<file path="config.mk">
export PLATFORM = sky130hd
export DESIGN_NAME = cmd_arg_dispatch_flat
export DESIGN_NICKNAME = d
export VERILOG_FILES = /design/src/rtl/cmd_arg_dispatch_if.sv /design/src/rtl/cmd_arg_dispatch.sv /design/src/flat_wrapper.sv
export SDC_FILE = /design/constraint.sdc
export NUM_CORES = 1
export LEC_CHECK = 0
export CAP_MARGIN = 40
export CELL_PAD_IN_SITES_DETAIL_PLACEMENT = 1
export CELL_PAD_IN_SITES_GLOBAL_PLACEMENT = 2
export CORE_AREA = 2 2 171 173
export CTS_CLUSTER_SIZE = 8
export DETAILED_ROUTE_END_ITERATION = 6
export DIE_AREA = 0 0 173 175
export PLACE_DENSITY_LB_ADDON = 0.1
export RECOVER_POWER = 100
export SLEW_MARGIN = 15
export SYNTH_ARGS = -nofsm -noshare
export SYNTH_HDL_FRONTEND = slang
export SYNTH_SLANG_ARGS = --single-unit
</file>
<file path="constraint.sdc">
create_clock -name clk -period 7.2 [get_ports clk]
set_input_delay 1.44 -clock clk [delete_from_list [all_inputs] [get_ports clk]]
set_output_delay 1.44 -clock clk [all_outputs]
set_load 0.01 [all_outputs]
</file>
<file path="src/rtl/cmd_arg_dispatch_if.sv">
// cmd_arg_dispatch_if: parser word stream plus execution-unit command/argument bus
interface cmd_arg_dispatch_if #(parameter int CMD_BITS = 5);
  logic [31:0]         in_data;
  logic                in_first;
  logic                in_valid;
  logic                in_ready;
  logic [CMD_BITS-1:0] cmd;
  logic                cmd_ready;
  logic [31:0]         arg_data;
  logic                arg_advance;
  logic                cmd_done;
  modport master (
    output in_data, in_first, in_valid, arg_advance, cmd_done,
    input  in_ready, cmd, cmd_ready, arg_data
  );
  modport slave (
    input  in_data, in_first, in_valid, arg_advance, cmd_done,
    output in_ready, cmd, cmd_ready, arg_data
  );
endinterface

</file>
<file path="src/rtl/cmd_arg_dispatch.sv">
// cmd_arg_dispatch: buffers one framed command's arguments and hands them to an execution unit
module cmd_arg_dispatch #(
  parameter int CMD_BITS = 5,
  parameter int DEPTH    = 8,
  parameter int TIMEOUT  = 1024
) (
  input  logic                 clk,
  input  logic                 rst_n,
  cmd_arg_dispatch_if.slave    bus,
  input  logic                 err_clr,
  output logic                 framing_err,
  output logic                 underflow_err,
  output logic                 timeout_err,
  output logic                 busy
);
  localparam int AW = $clog2(DEPTH);
  localparam int TW = TIMEOUT > 1 ? $clog2(TIMEOUT) + 1 : 1;
  localparam logic [TW-1:0] TLAST = TW'(TIMEOUT - 1);
  typedef enum logic [2:0] {IDLE, COLLECT, ISSUE, EXEC, FLUSH, DISCARD} state_t;
  state_t state, state_n, hdr_st;
  logic [31:0] mem [DEPTH];
  logic [AW:0] wr_ptr, rd_ptr;
  logic [7:0] nargs, cnt, h_nargs;
  logic [TW-1:0] timer;
  logic [CMD_BITS-1:0] cmd_q;
  logic in_ready_q, cmd_ready_q;
  logic acc, hdr, too_big, push, pop, empty, full, clr_fifo, fe_set, uf_set, to_set;
  assign acc      = bus.in_valid & in_ready_q;
  assign hdr      = acc & bus.in_first;
  assign h_nargs  = bus.in_data[15:8];
  assign too_big  = {24'd0, h_nargs} > 32'(DEPTH);
  assign hdr_st   = h_nargs == 8'd0 ? ISSUE : too_big ? DISCARD : COLLECT;
  assign empty    = wr_ptr == rd_ptr;
  assign full     = (wr_ptr[AW] != rd_ptr[AW]) && (wr_ptr[AW-1:0] == rd_ptr[AW-1:0]);
  assign push     = acc & ~bus.in_first & (state == COLLECT) & ~full;
  assign pop      = bus.arg_advance & (state == ISSUE || state == EXEC);
  assign clr_fifo = (hdr && state == COLLECT) || state == FLUSH;
  assign fe_set   = (hdr && (state == COLLECT || too_big)) || (acc && !bus.in_first && state == IDLE);
  assign uf_set   = pop & empty;
  // cmd_done wins over a same-cycle timeout so a unit finishing on the last allowed cycle is not flagged
  assign to_set   = TIMEOUT != 0 && state == EXEC && timer == TLAST && !bus.cmd_done;
  assign bus.in_ready  = in_ready_q;
  assign bus.cmd_ready = cmd_ready_q;
  assign bus.cmd       = cmd_q;
  assign bus.arg_data  = empty ? '0 : mem[rd_ptr[AW-1:0]];
  always_comb begin
    state_n = state;
    case (state)
      IDLE, DISCARD: state_n = hdr ? hdr_st : state;
      COLLECT:       state_n = hdr ? hdr_st : (push && cnt + 8'd1 == nargs) ? ISSUE : COLLECT;
      ISSUE:         state_n = EXEC;
      EXEC:          state_n = (bus.cmd_done || to_set) ? FLUSH : EXEC;
      default:       state_n = IDLE;
    endcase
  end
  always_ff @(posedge clk)
    if (push) mem[wr_ptr[AW-1:0]] <= bus.in_data;
  always_ff @(posedge clk or negedge rst_n) begin
    if (!rst_n) begin
      state         <= IDLE;
      wr_ptr        <= '0;
      rd_ptr        <= '0;
      nargs         <= '0;
      cnt           <= '0;
      timer         <= '0;
      cmd_q         <= '0;
      in_ready_q    <= 1'b1;
      cmd_ready_q   <= 1'b0;
      busy          <= 1'b0;
      framing_err   <= 1'b0;
      underflow_err <= 1'b0;
      timeout_err   <= 1'b0;
    end else begin
      state         <= state_n;
      in_ready_q    <= state_n inside {IDLE, COLLECT, DISCARD};
      cmd_ready_q   <= state_n == ISSUE;
      busy          <= state_n != IDLE;
      cmd_q         <= hdr ? bus.in_data[CMD_BITS-1:0] : cmd_q;
      nargs         <= hdr ? h_nargs : nargs;
      cnt           <= hdr ? 8'd0 : push ? cnt + 8'd1 : cnt;
      wr_ptr        <= push ? wr_ptr + 1'b1 : wr_ptr;
      rd_ptr        <= clr_fifo ? wr_ptr : (pop && !empty) ? rd_ptr + 1'b1 : rd_ptr;
      timer         <= (state == ISSUE || state == EXEC) ? timer + 1'b1 : '0;
      framing_err   <= fe_set | (framing_err & ~err_clr);
      underflow_err <= uf_set | (underflow_err & ~err_clr);
      timeout_err   <= to_set | (timeout_err & ~err_clr);
    end
  end
endmodule

</file>
<file path="src/flat_wrapper.sv">
// flat-port wrapper written by rule: the top's interface ports become plain ports
module cmd_arg_dispatch_flat 
#(
  parameter int CMD_BITS = 5,
  parameter int DEPTH    = 8,
  parameter int TIMEOUT  = 1024
)
  (clk, rst_n, err_clr, framing_err, underflow_err, timeout_err, busy, bus_in_data, bus_in_first, bus_in_valid, bus_arg_advance, bus_cmd_done, bus_in_ready, bus_cmd, bus_cmd_ready, bus_arg_data);
  cmd_arg_dispatch_if #(.CMD_BITS(CMD_BITS)) bus_i ();
  input  logic clk;
  input  logic rst_n;
  input  logic err_clr;
  output logic framing_err;
  output logic underflow_err;
  output logic timeout_err;
  output logic busy;
  input wire logic [$bits(bus_i.in_data)-1:0] bus_in_data;
  input wire logic [$bits(bus_i.in_first)-1:0] bus_in_first;
  input wire logic [$bits(bus_i.in_valid)-1:0] bus_in_valid;
  input wire logic [$bits(bus_i.arg_advance)-1:0] bus_arg_advance;
  input wire logic [$bits(bus_i.cmd_done)-1:0] bus_cmd_done;
  output wire logic [$bits(bus_i.in_ready)-1:0] bus_in_ready;
  output wire logic [$bits(bus_i.cmd)-1:0] bus_cmd;
  output wire logic [$bits(bus_i.cmd_ready)-1:0] bus_cmd_ready;
  output wire logic [$bits(bus_i.arg_data)-1:0] bus_arg_data;
  assign bus_i.in_data = bus_in_data;
  assign bus_i.in_first = bus_in_first;
  assign bus_i.in_valid = bus_in_valid;
  assign bus_i.arg_advance = bus_arg_advance;
  assign bus_i.cmd_done = bus_cmd_done;
  assign bus_in_ready = bus_i.in_ready;
  assign bus_cmd = bus_i.cmd;
  assign bus_cmd_ready = bus_i.cmd_ready;
  assign bus_arg_data = bus_i.arg_data;
  cmd_arg_dispatch #(.CMD_BITS(CMD_BITS), .DEPTH(DEPTH), .TIMEOUT(TIMEOUT)) u_core (.clk(clk), .rst_n(rst_n), .bus(bus_i), .err_clr(err_clr), .framing_err(framing_err), .underflow_err(underflow_err), .timeout_err(timeout_err), .busy(busy));
endmodule
</file>
# Word-level counts from Yosys, hierarchy flattened
# Memory sizes are Yosys's and may differ from the RTL's.
# Index checks and enable logic that the tools add are counted.
# word_totals
mem_bits_rw	256
word_cells	88
romBits	0
in_bits	39
out_inout_bits	43
memories	1
latch_bits	0
regBits	49
# memory_table
name	words	width	read_ports	rd_clocked_by_memory_dff	write_ports	line_no	text
u_core.mem	8	32	1	0	1	cmd_arg_dispatch.sv:21	logic [31:0] mem [DEPTH];
# op_classes
n_reduce_logical	25
muxes	15
n_bitwise	16
n_lt_le_gt_ge	1
n_shift	0
eq_ne	13
div	0
multipliers	0
add_sub_neg	4
# op_table
op	n
32-bit two-way mux	1
8-bit two-way mux	2
3-bit two-way mux	5
3-bit case mux with 4 select lines	1
11-bit by 1-bit adder with 11-bit output, second input constant	1
11-bit by 10-bit == test with 1-bit output, second input constant	1
11-bit two-way mux	1
1-bit AND	10
3-bit by 2-bit == test with 1-bit output, second input constant	3
3-bit == test, second input constant	3
1-bit logical AND	9
4-bit by 1-bit adder with 4-bit output, second input constant	2
8-bit by 1-bit adder with 8-bit output, second input constant	1
8-bit == test	1
8-bit by 4-bit greater-than comparator with 1-bit output, second input constant	1
8-bit zero test	1
4-bit two-way mux	2
3-bit by 1-bit == test with 1-bit output, second input constant	2
3-bit zero test	2
3-bit nonzero test	2
1-bit logical OR	5
4-bit == test	1
2-bit nonzero test	2
3-bit == test	1
7 further kinds	14

# Depth between registers and ports, before layout
# depth
ltp_word	10
ltp_mapped	7
ltp_nobuf	6

# Worst setup path before layout
# Ideal clock, no wire load.
# synth_path
path_type	input to register
startpoint	in bus_in_valid
endpoint	mem u_core.mem[2][0], enable pin
path_buffers	1
cell_stages	5
required_time_ps	6687
setup_ps	513
arrival_time_ps	5709
path_slack_ps	978
cell_sequence	nor4bb_1 nand2_1 or2_1 clkbuf_1 nor4b_1
# synth_via
elab_chain_cells	6
# synth_lines
element	line_no	text
start, declared	flat_wrapper.sv:19	input wire logic [$bits(bus_i.in_valid)-1:0] bus_in_valid;
1-bit AND	cmd_arg_dispatch.sv:28	assign acc = bus.in_valid & in_ready_q;
1-bit AND (3 in a row)	cmd_arg_dispatch.sv:35	assign push = acc & ~bus.in_first & (state == COLLECT) & ~full;
1-bit two-way mux	cmd_arg_dispatch.sv:57	if (push) mem[wr_ptr[AW-1:0]] <= bus.in_data;
1-bit two-way mux (implied by the code)	cmd_arg_dispatch.sv:57	
end, declared	cmd_arg_dispatch.sv:21	
# Every way passes these cells.

# Worst setup path in the final report
# layout_path
startpoint	reg u_core.rd_ptr[1]
endpoint	mem u_core.mem[5][7], enable pin
# layout_via
elab_chain_cells	6
# layout_lines
element	line_no	text
start, declared	cmd_arg_dispatch.sv:22	logic [AW:0] wr_ptr, rd_ptr;
start signal, assigned	cmd_arg_dispatch.sv:82	rd_ptr <= clr_fifo ? wr_ptr : (pop && !empty) ? rd_ptr + 1'b1 : rd_ptr;
3-bit == test	cmd_arg_dispatch.sv:34	assign full = (wr_ptr[AW] != rd_ptr[AW]) && (wr_ptr[AW-1:0] == rd_ptr[AW-1:0]);
1-bit logical AND	cmd_arg_dispatch.sv:34	
1-bit inverter	cmd_arg_dispatch.sv:35	
1-bit AND	cmd_arg_dispatch.sv:35	
1-bit two-way mux	cmd_arg_dispatch.sv:57	
1-bit two-way mux (implied by the code)	cmd_arg_dispatch.sv:57	
# Every way passes these cells.

==> results.md <==
* Die W at 173 um
* Worst EP arrival at around 5.7 ns
* Post-synth EDFFs at 256
* CTS Root Buffer Type: clkbuf_16
* CP Max Fanout at 45
* Nature of the critical path endpoint: flop
* Avg Vias per Cell at 5.45
* VDD IR-drop max at 156 uV
* DRT Wirelength at approximately 27 mm
* Rows at 62
* Most common cell after layout, fill and taps aside: edfxtp_1
* Die height at 175 um
* Reg area at about 8900 sq um
* Worst hold slack at 0.477 ns
* Pleak at 4.94 nW
* CTS tree: done
* TritonRoute pass-1 iters at 4
* Total track usage at 0.183
* Drt drc at 0
* Number of I/O pins at 82
* H-tree depth at 2
* Syn avg cell area at 17.7 sq um
* Setup bufs post-CTS at 0
* Setup crit start kind: flop
* DR WL/cell at 22.5 um
* Final min period at about 5.6 ns
* Gr ovfl total at 0
* Sw Share at 0.287
* Initial antenna violation count at 0
* Hold Crit Class: flop to flop
* Synth-to-Final Area Change at 19.7%
* CTS resizes at 0
* Multi-input gate area in the final layout at between 3000 and 4000 sq um
* Switching power of the nets at 1.56 mW
* Clk_lat worst skew at 0.52 ns
* DR WL met3 at approximately 970 um
* # port buffers at 81
* Critical-path top delay cell: clkbuf_1
* Final HPWL DP at 15.3 mm
* Hold_buf cts at 0
* Clk sinks at 305
* Power per cell area at approximately 370 nW/um^2
* Core area at between 20,000 and 30,000 sq um
* Vias in the first global route at 7,275
* Critical Path RT at 7.28 ns
* First-pass GRT wire length at 42.4 mm
* Vias at between 6,000 and 7,000
* Setup TNS at 0 ns
* CP Class: flop to flop
* Fin nets at about 840
* Failing checks: capacitance limit, slew limit
* CTS max path bufs at 3
* Final Hold Fails at 0
* Tightest Pin Transition at roughly 2.8 ns
* Cell Chain, Critical Path: buf_4 > xor2_1 > nor4_1 > nor2_1 > nand2_1 > nor3b_1 > clkbuf_1
* Synth Register Bits at 305
* Initial drt markers at just over 400
* Reg power frac at 0.402
* Metal2 WL at approximately 13 mm
* RePlAce Congestion at ~0.77
* Internal power at 3.88 mW
* Area contributors post-synth: edfxtp_1 (63%), mux4_2 (12%), dfrtp_1 (9.8%)
* Met1 Wirelength at between 10 and 15 mm
* Yosys warns at 0
* Slew margin rel. at -0.860
* Antenna Cells at 0
* Layout fillers at 2,680
* Clock skew at 0.0145 ns
* Largest net degree at the start of global routing at 50
* Synth area leader: edfxtp_1
* Final slew viol count at 314
* Logic pwr share at 0.269
* Initial Util at 0.433
* Post-synth top flop: edfxtp_1
* Fmax at 0.179 GHz
* Number of routed nets with antenna violations at 0
* Share of cells above drive strength 1 at 0.154
* Worst-path clk slew at 0.05 ns
* RSZ-0062 raised after global routing: false
* Status: finished with violations
* Final worst-path cycle share at 0.777
* Post-Syn Nets at 736
* Mapped Cells at 693
* Post-synthesis cell area at 12,300 sq um
* Synth unique cells at 54
* CP max stage delay at 1.64 ns
* Most frequent cells in the layout: edfxtp_1 (256), dlygate4sd3_1 (77), mux4_2 (64), nand2_1 (61), nor2_1 (52)
* Die area at between 30,000 and 40,000 sq um
* Highest metal used: met4
* Sequential area share after synthesis at 0.726
* TritonCTS Buffers at 44
* Synth top area share at 0.626
* Finish-stage setup viols at 0
* Max-capacitance violation count at 9
* Post-synth ARST share at 0.161
* Total chip power at 5.44 mW
* Clk pwr share at 0.330
==> layer usage <==
metal  vias to the layer above  GRT usage
met3                        43     0.0305
met1                      3426      0.253
met5                         -          0
met4                         0     0.0533
met2                       156      0.300
li1                       2900          -
==> metrics by stage <==
step	instance area (sq um)	utilization	setup WS (ns)	cells
5_1_grt	14700	0.518	1.13	1198
2_1_floorplan	12300	-	0.978	693
3_5_place_dp	13600	0.479	2.54	1137
6_report	14700	0.518	1.60	1198
4_1_cts	14800	0.521	2.05	1198
3_3_place_gp	13600	0.478	2.64	1136
==> power by group through the flow <==
stage	sequential, mW	combinational (mW)	clock [mW]
2_1_floorplan	2.13	0.971	0
3_3_place_gp	2.24	1.50	0
3_5_place_dp	2.22	1.57	0
4_1_cts	2.19	1.58	1.84
5_1_grt	2.21	1.58	1.91
6_report	2.19	1.46	1.79
==> path summary, 6_finish.rpt <==
path,start,endpoint,slack (ns),depth (start not counted)
hold reg to reg,u_core.bus.cmd[1]$_DFFE_PN0P_,u_core.bus.cmd[1]$_DFFE_PN0P_,0.48,2
hold / removal,u_core.bus.cmd[1]$_DFFE_PN0P_,u_core.bus.cmd[1]$_DFFE_PN0P_,0.48,2
setup / recovery,u_core.rd_ptr[1]$_DFFE_PN0P_,u_core.mem[5][7]$_DFFE_PP_,1.60,7
max in group asynchronous,rst_n,u_core.rd_ptr[0]$_DFFE_PN0P_,3.32,2
setup reg to reg,u_core.rd_ptr[1]$_DFFE_PN0P_,u_core.mem[5][7]$_DFFE_PP_,1.60,7
min in group asynchronous,rst_n,u_core.timer[6]$_DFF_PN0_,1.90,2
==> registers in the layout, indices dropped and copies added, names as in the netlist <==
name                  cells
u_core.mem              256
u_core.timer             11
u_core.cnt                8
u_core.nargs              8
u_core.bus.cmd            5
u_core.rd_ptr             4
u_core.wr_ptr             4
u_core.state              3
u_core.bus.cmd_ready      1
u_core.bus.in_ready       1
u_core.busy               1
u_core.framing_err        1
u_core.timeout_err        1
u_core.underflow_err      1
==> worst max-delay path, delay by kind of cell, from the launching register on <==
kind | cells | cell delay [ns]
XOR/XNOR | 1 | 0.34
buffers and inverters | 2 | 2.35
flip-flops | 1 | 1.10
AND/OR/NAND/NOR | 4 | 1.32
==> cell usage after synthesis, types with 5 or more instances <==
| cell type | instances |
|---|---|
| xnor2_1 | 18 |
| nor2_1 | 52 |
| o21ai_0 | 16 |
| clkbuf_1 | 21 |
| dfrtp_1 | 48 |
| buf_2 | 7 |
| nand2_1 | 61 |
| xor2_1 | 10 |
| nor2b_1 | 5 |
| nor3_1 | 6 |
| inv_1 | 7 |
| edfxtp_1 | 256 |
| nor3b_1 | 5 |
| nand3_1 | 12 |
| mux4_2 | 64 |
| mux2i_1 | 36 |
| a21oi_1 | 5 |
==> cells by family (layout without fill, tap and decap cells) <==
| group | count (synthesis) | count (layout) | share of synthesized area |
|---|---|---|---|
| flops | 305 | 305 | 0.726 |
| fa+ha+maj | 4 | 4 | 0.00407 |
| simple gates | 168 | 168 | 0.0634 |
| compound gates | 45 | 45 | 0.0251 |
| xor+xnor | 28 | 28 | 0.0200 |
| buf+inv | 42 | 163 | 0.0143 |
| mux | 101 | 101 | 0.148 |
==> area by class of cell <==
cell class	instances	area share
flip-flops and latches	305	0.607
multi-input cells	346	0.218
clock buffers	58	0.0785
repair buffers	95	0.0605
well taps	384	0.0327
clock inverters	3	0.00230
inverters	7	0.00179
(Power assumes the default switching activity.)
==> patch, RTL diff (same settings) <==
`TIMEOUT` is set to 1024 in 2 places; all go to 2048.
--- a/src/rtl/cmd_arg_dispatch.sv
+++ b/src/rtl/cmd_arg_dispatch.sv
@@ -4,3 +4,3 @@
   parameter int DEPTH    = 8,
-  parameter int TIMEOUT  = 1024
+  parameter int TIMEOUT  = 2048
 ) (
--- a/src/flat_wrapper.sv
+++ b/src/flat_wrapper.sv
@@ -5,3 +5,3 @@
   parameter int DEPTH    = 8,
-  parameter int TIMEOUT  = 1024
+  parameter int TIMEOUT  = 2048
 )
Behaviour: same outputs for any inputs over 4 cycles, from zero or initial values and one cycle with rst_n low; that may be too few to reach the edited logic, so the function may still have changed.
==> patch against the unedited design <==
The run still ends with capacitance limit, slew limit left; first-iteration DRC count is 15% higher; area after synthesis is 1.7% higher; critical path type is now reg -> out; total power is 4.9% higher; maximum frequency is 2.1% lower; highest routed layer unchanged; routed wire length is 3.9% higher; sequential cell count is 1 higher; sequential share of layout area is 1.0 points lower; setup slack worse by 0.12 ns; cell area is 1.9% higher.
==> patch: results (changes against the unedited design) <==
Setup path
  • CP max stage cell: dfrtp_1 (was clkbuf_1)
  • CP Max Fanout: 28 (was 45)
  • CP Launch Point: u_core.rd_ptr[0] (was u_core.rd_ptr[1])
  • Arr. time, crit path: 4.28 ns (was 5.68 ns)
  • CP peak stage delay: 1.02 ns (was 1.64 ns)

Detailed routing
  • Via/cell ratio: 5.42 (was 5.45)
  • Initial DRC Count: 470 (was 410)
  • DRT Pass-1 Iters: 4 (unchanged)
  • Post-DR wirelength/cell: 22.8 um (was 22.5 um)

Job
  • MaxCap Viol Count: 5 (was 9)

Placed design
  • Quantity of I/O buffers inserted on ports: 81 (unchanged)
  • Dpl ws: 2.84 ns (was 2.54 ns)
  • Gpl congestion: 0.752 (was 0.772)
  • DP Wirelength: 16700 um (was 15300 um)

Synthesis
  • Post-synth EDFFs: 256 (unchanged)
  • Top cells by area, synth: edfxtp_1, mux4_2, dfrtp_1, mux2i_1, nand2_1 (unchanged)
  • Fraction of registers with async set/reset: 16.3% (was 16.1%)
  • Post-synth cell types: 62 (was 54)
  • Commonest cells in the synthesized netlist: edfxtp_1, mux4_2, nand2_1, nor2_1, dfrtp_1 (unchanged)
  • Warning count from the yosys run: 0 (unchanged)
  • Sequential cell area fraction in the yosys report: 71.6% (was 72.6%)
  • Post-synthesis net count: 744 (was 736)

Layout
  • # nets final: 856 (was 842)
  • Max FFs per register: 256 (unchanged)
  • Share of cells above drive strength 1: 16.7% (was 15.4%)
  • FILL cells: 2669 (was 2680)

Global route
  • Largest net degree at the start of global routing: 51 (was 50)
  • Gr usage total: 19.0% (was 18.3%)
  • First-pass GRT wire length: 44000 um (was 42400 um)
  • Antenna violations before repair: 0 (unchanged)
  • Vias in the first global route: 7446 (was 7275)

Clock network
  • Total CTS buffers: 44 (unchanged)
  • Clk Latency, worst-skew pair: roughly 0.53 ns
  • Post-CTS sizing: 0 (unchanged)
  • Total setup buffers inserted after CTS: 0 (unchanged)
  • Clock Tree Root: clkbuf_16 (unchanged)

Power
  • VDD IR max: 172 uV (was 156 uV)
  • Leak: 5.12 nW (was 4.94 nW)

Min path
  • HP Start: u_core.timer[0] (was u_core.bus.cmd[1])

Run status
  • Status: complete, but fails checks (unchanged)
  • Failing checks: capacitance limit, slew limit (unchanged)

Timing
  • Worst-Margin Slew: 2.87 ns (was 2.79 ns)
  • Max-slew violations: 183 (was 314)
  • Clock Skews: 0.0166 ns (was 0.0145 ns)
patch: final cells by class:
class,count,area share [%]
timing repair buffer,103,6.44
clock inverter,2,0.167
antenna,1,0.0167
multi-input combinational,351,22.0
sequential,306,59.7
inverter,7,0.175
clock buffer,71,8.31
tap,384,3.21
patch: layer usage:
metal	wire length (um)	GRT usage [%]	vias up
li1	-	-	2959
met3	1020	3.20	49
met2	14100	32.0	142
met5	0	0	-
met4	525	5.23	0
met1	12400	25.7	3488
patch: path summary, 6_finish.rpt:
kind	to	slack, ns	cells after the start
max	bus_arg_data[7]	1.48	6
min	u_core.timer[0]	0.48	1
min in group asynchronous	u_core.bus.cmd[1]	1.93	2
max reg2reg	u_core.mem[5][4]	2.27	7
min reg2reg	u_core.timer[0]	0.48	1
max in group asynchronous	u_core.rd_ptr[2]	3.41	2
patch: through the flow:
step / area, sq um / cells / util, %
global placement: 13700 / 1146 / 48.4
CTS: 15100 / 1224 / 53.2
detailed placement: 13800 / 1151 / 48.7
finish: 15000 / 1225 / 52.8
global route: 15000 / 1224 / 52.8
floorplan: 12500 / 701 / -
patch: cells by family after synthesis:
kind of cell	share of synthesized area [%]
DFF	71.6
muxes	14.9
and+or+nand+nor	6.75
buffers and inverters	1.91
xor gates and xnor gates	2.37
AOI/OAI and AO/OA	2.08
adders and majority gates	0.401
patch: worst reg2reg max path, cell delays in order (launching register included):
cell,delay (ns)
dfrtp_1,1.02
buf_16,0.33
xnor2_1,0.14
and4_1,0.26
nor2_1,0.57
nand2_1,0.20
nor3b_1,0.23
clkbuf_1,1.73
patch: power breakdown:
part | internal [mW] | switching (mW) | leakage, nW
Sequential | 2.04 | 0.128 | 2.95
Combinational | 0.846 | 0.813 | 1.56
Clock | 1.17 | 0.711 | 0.607
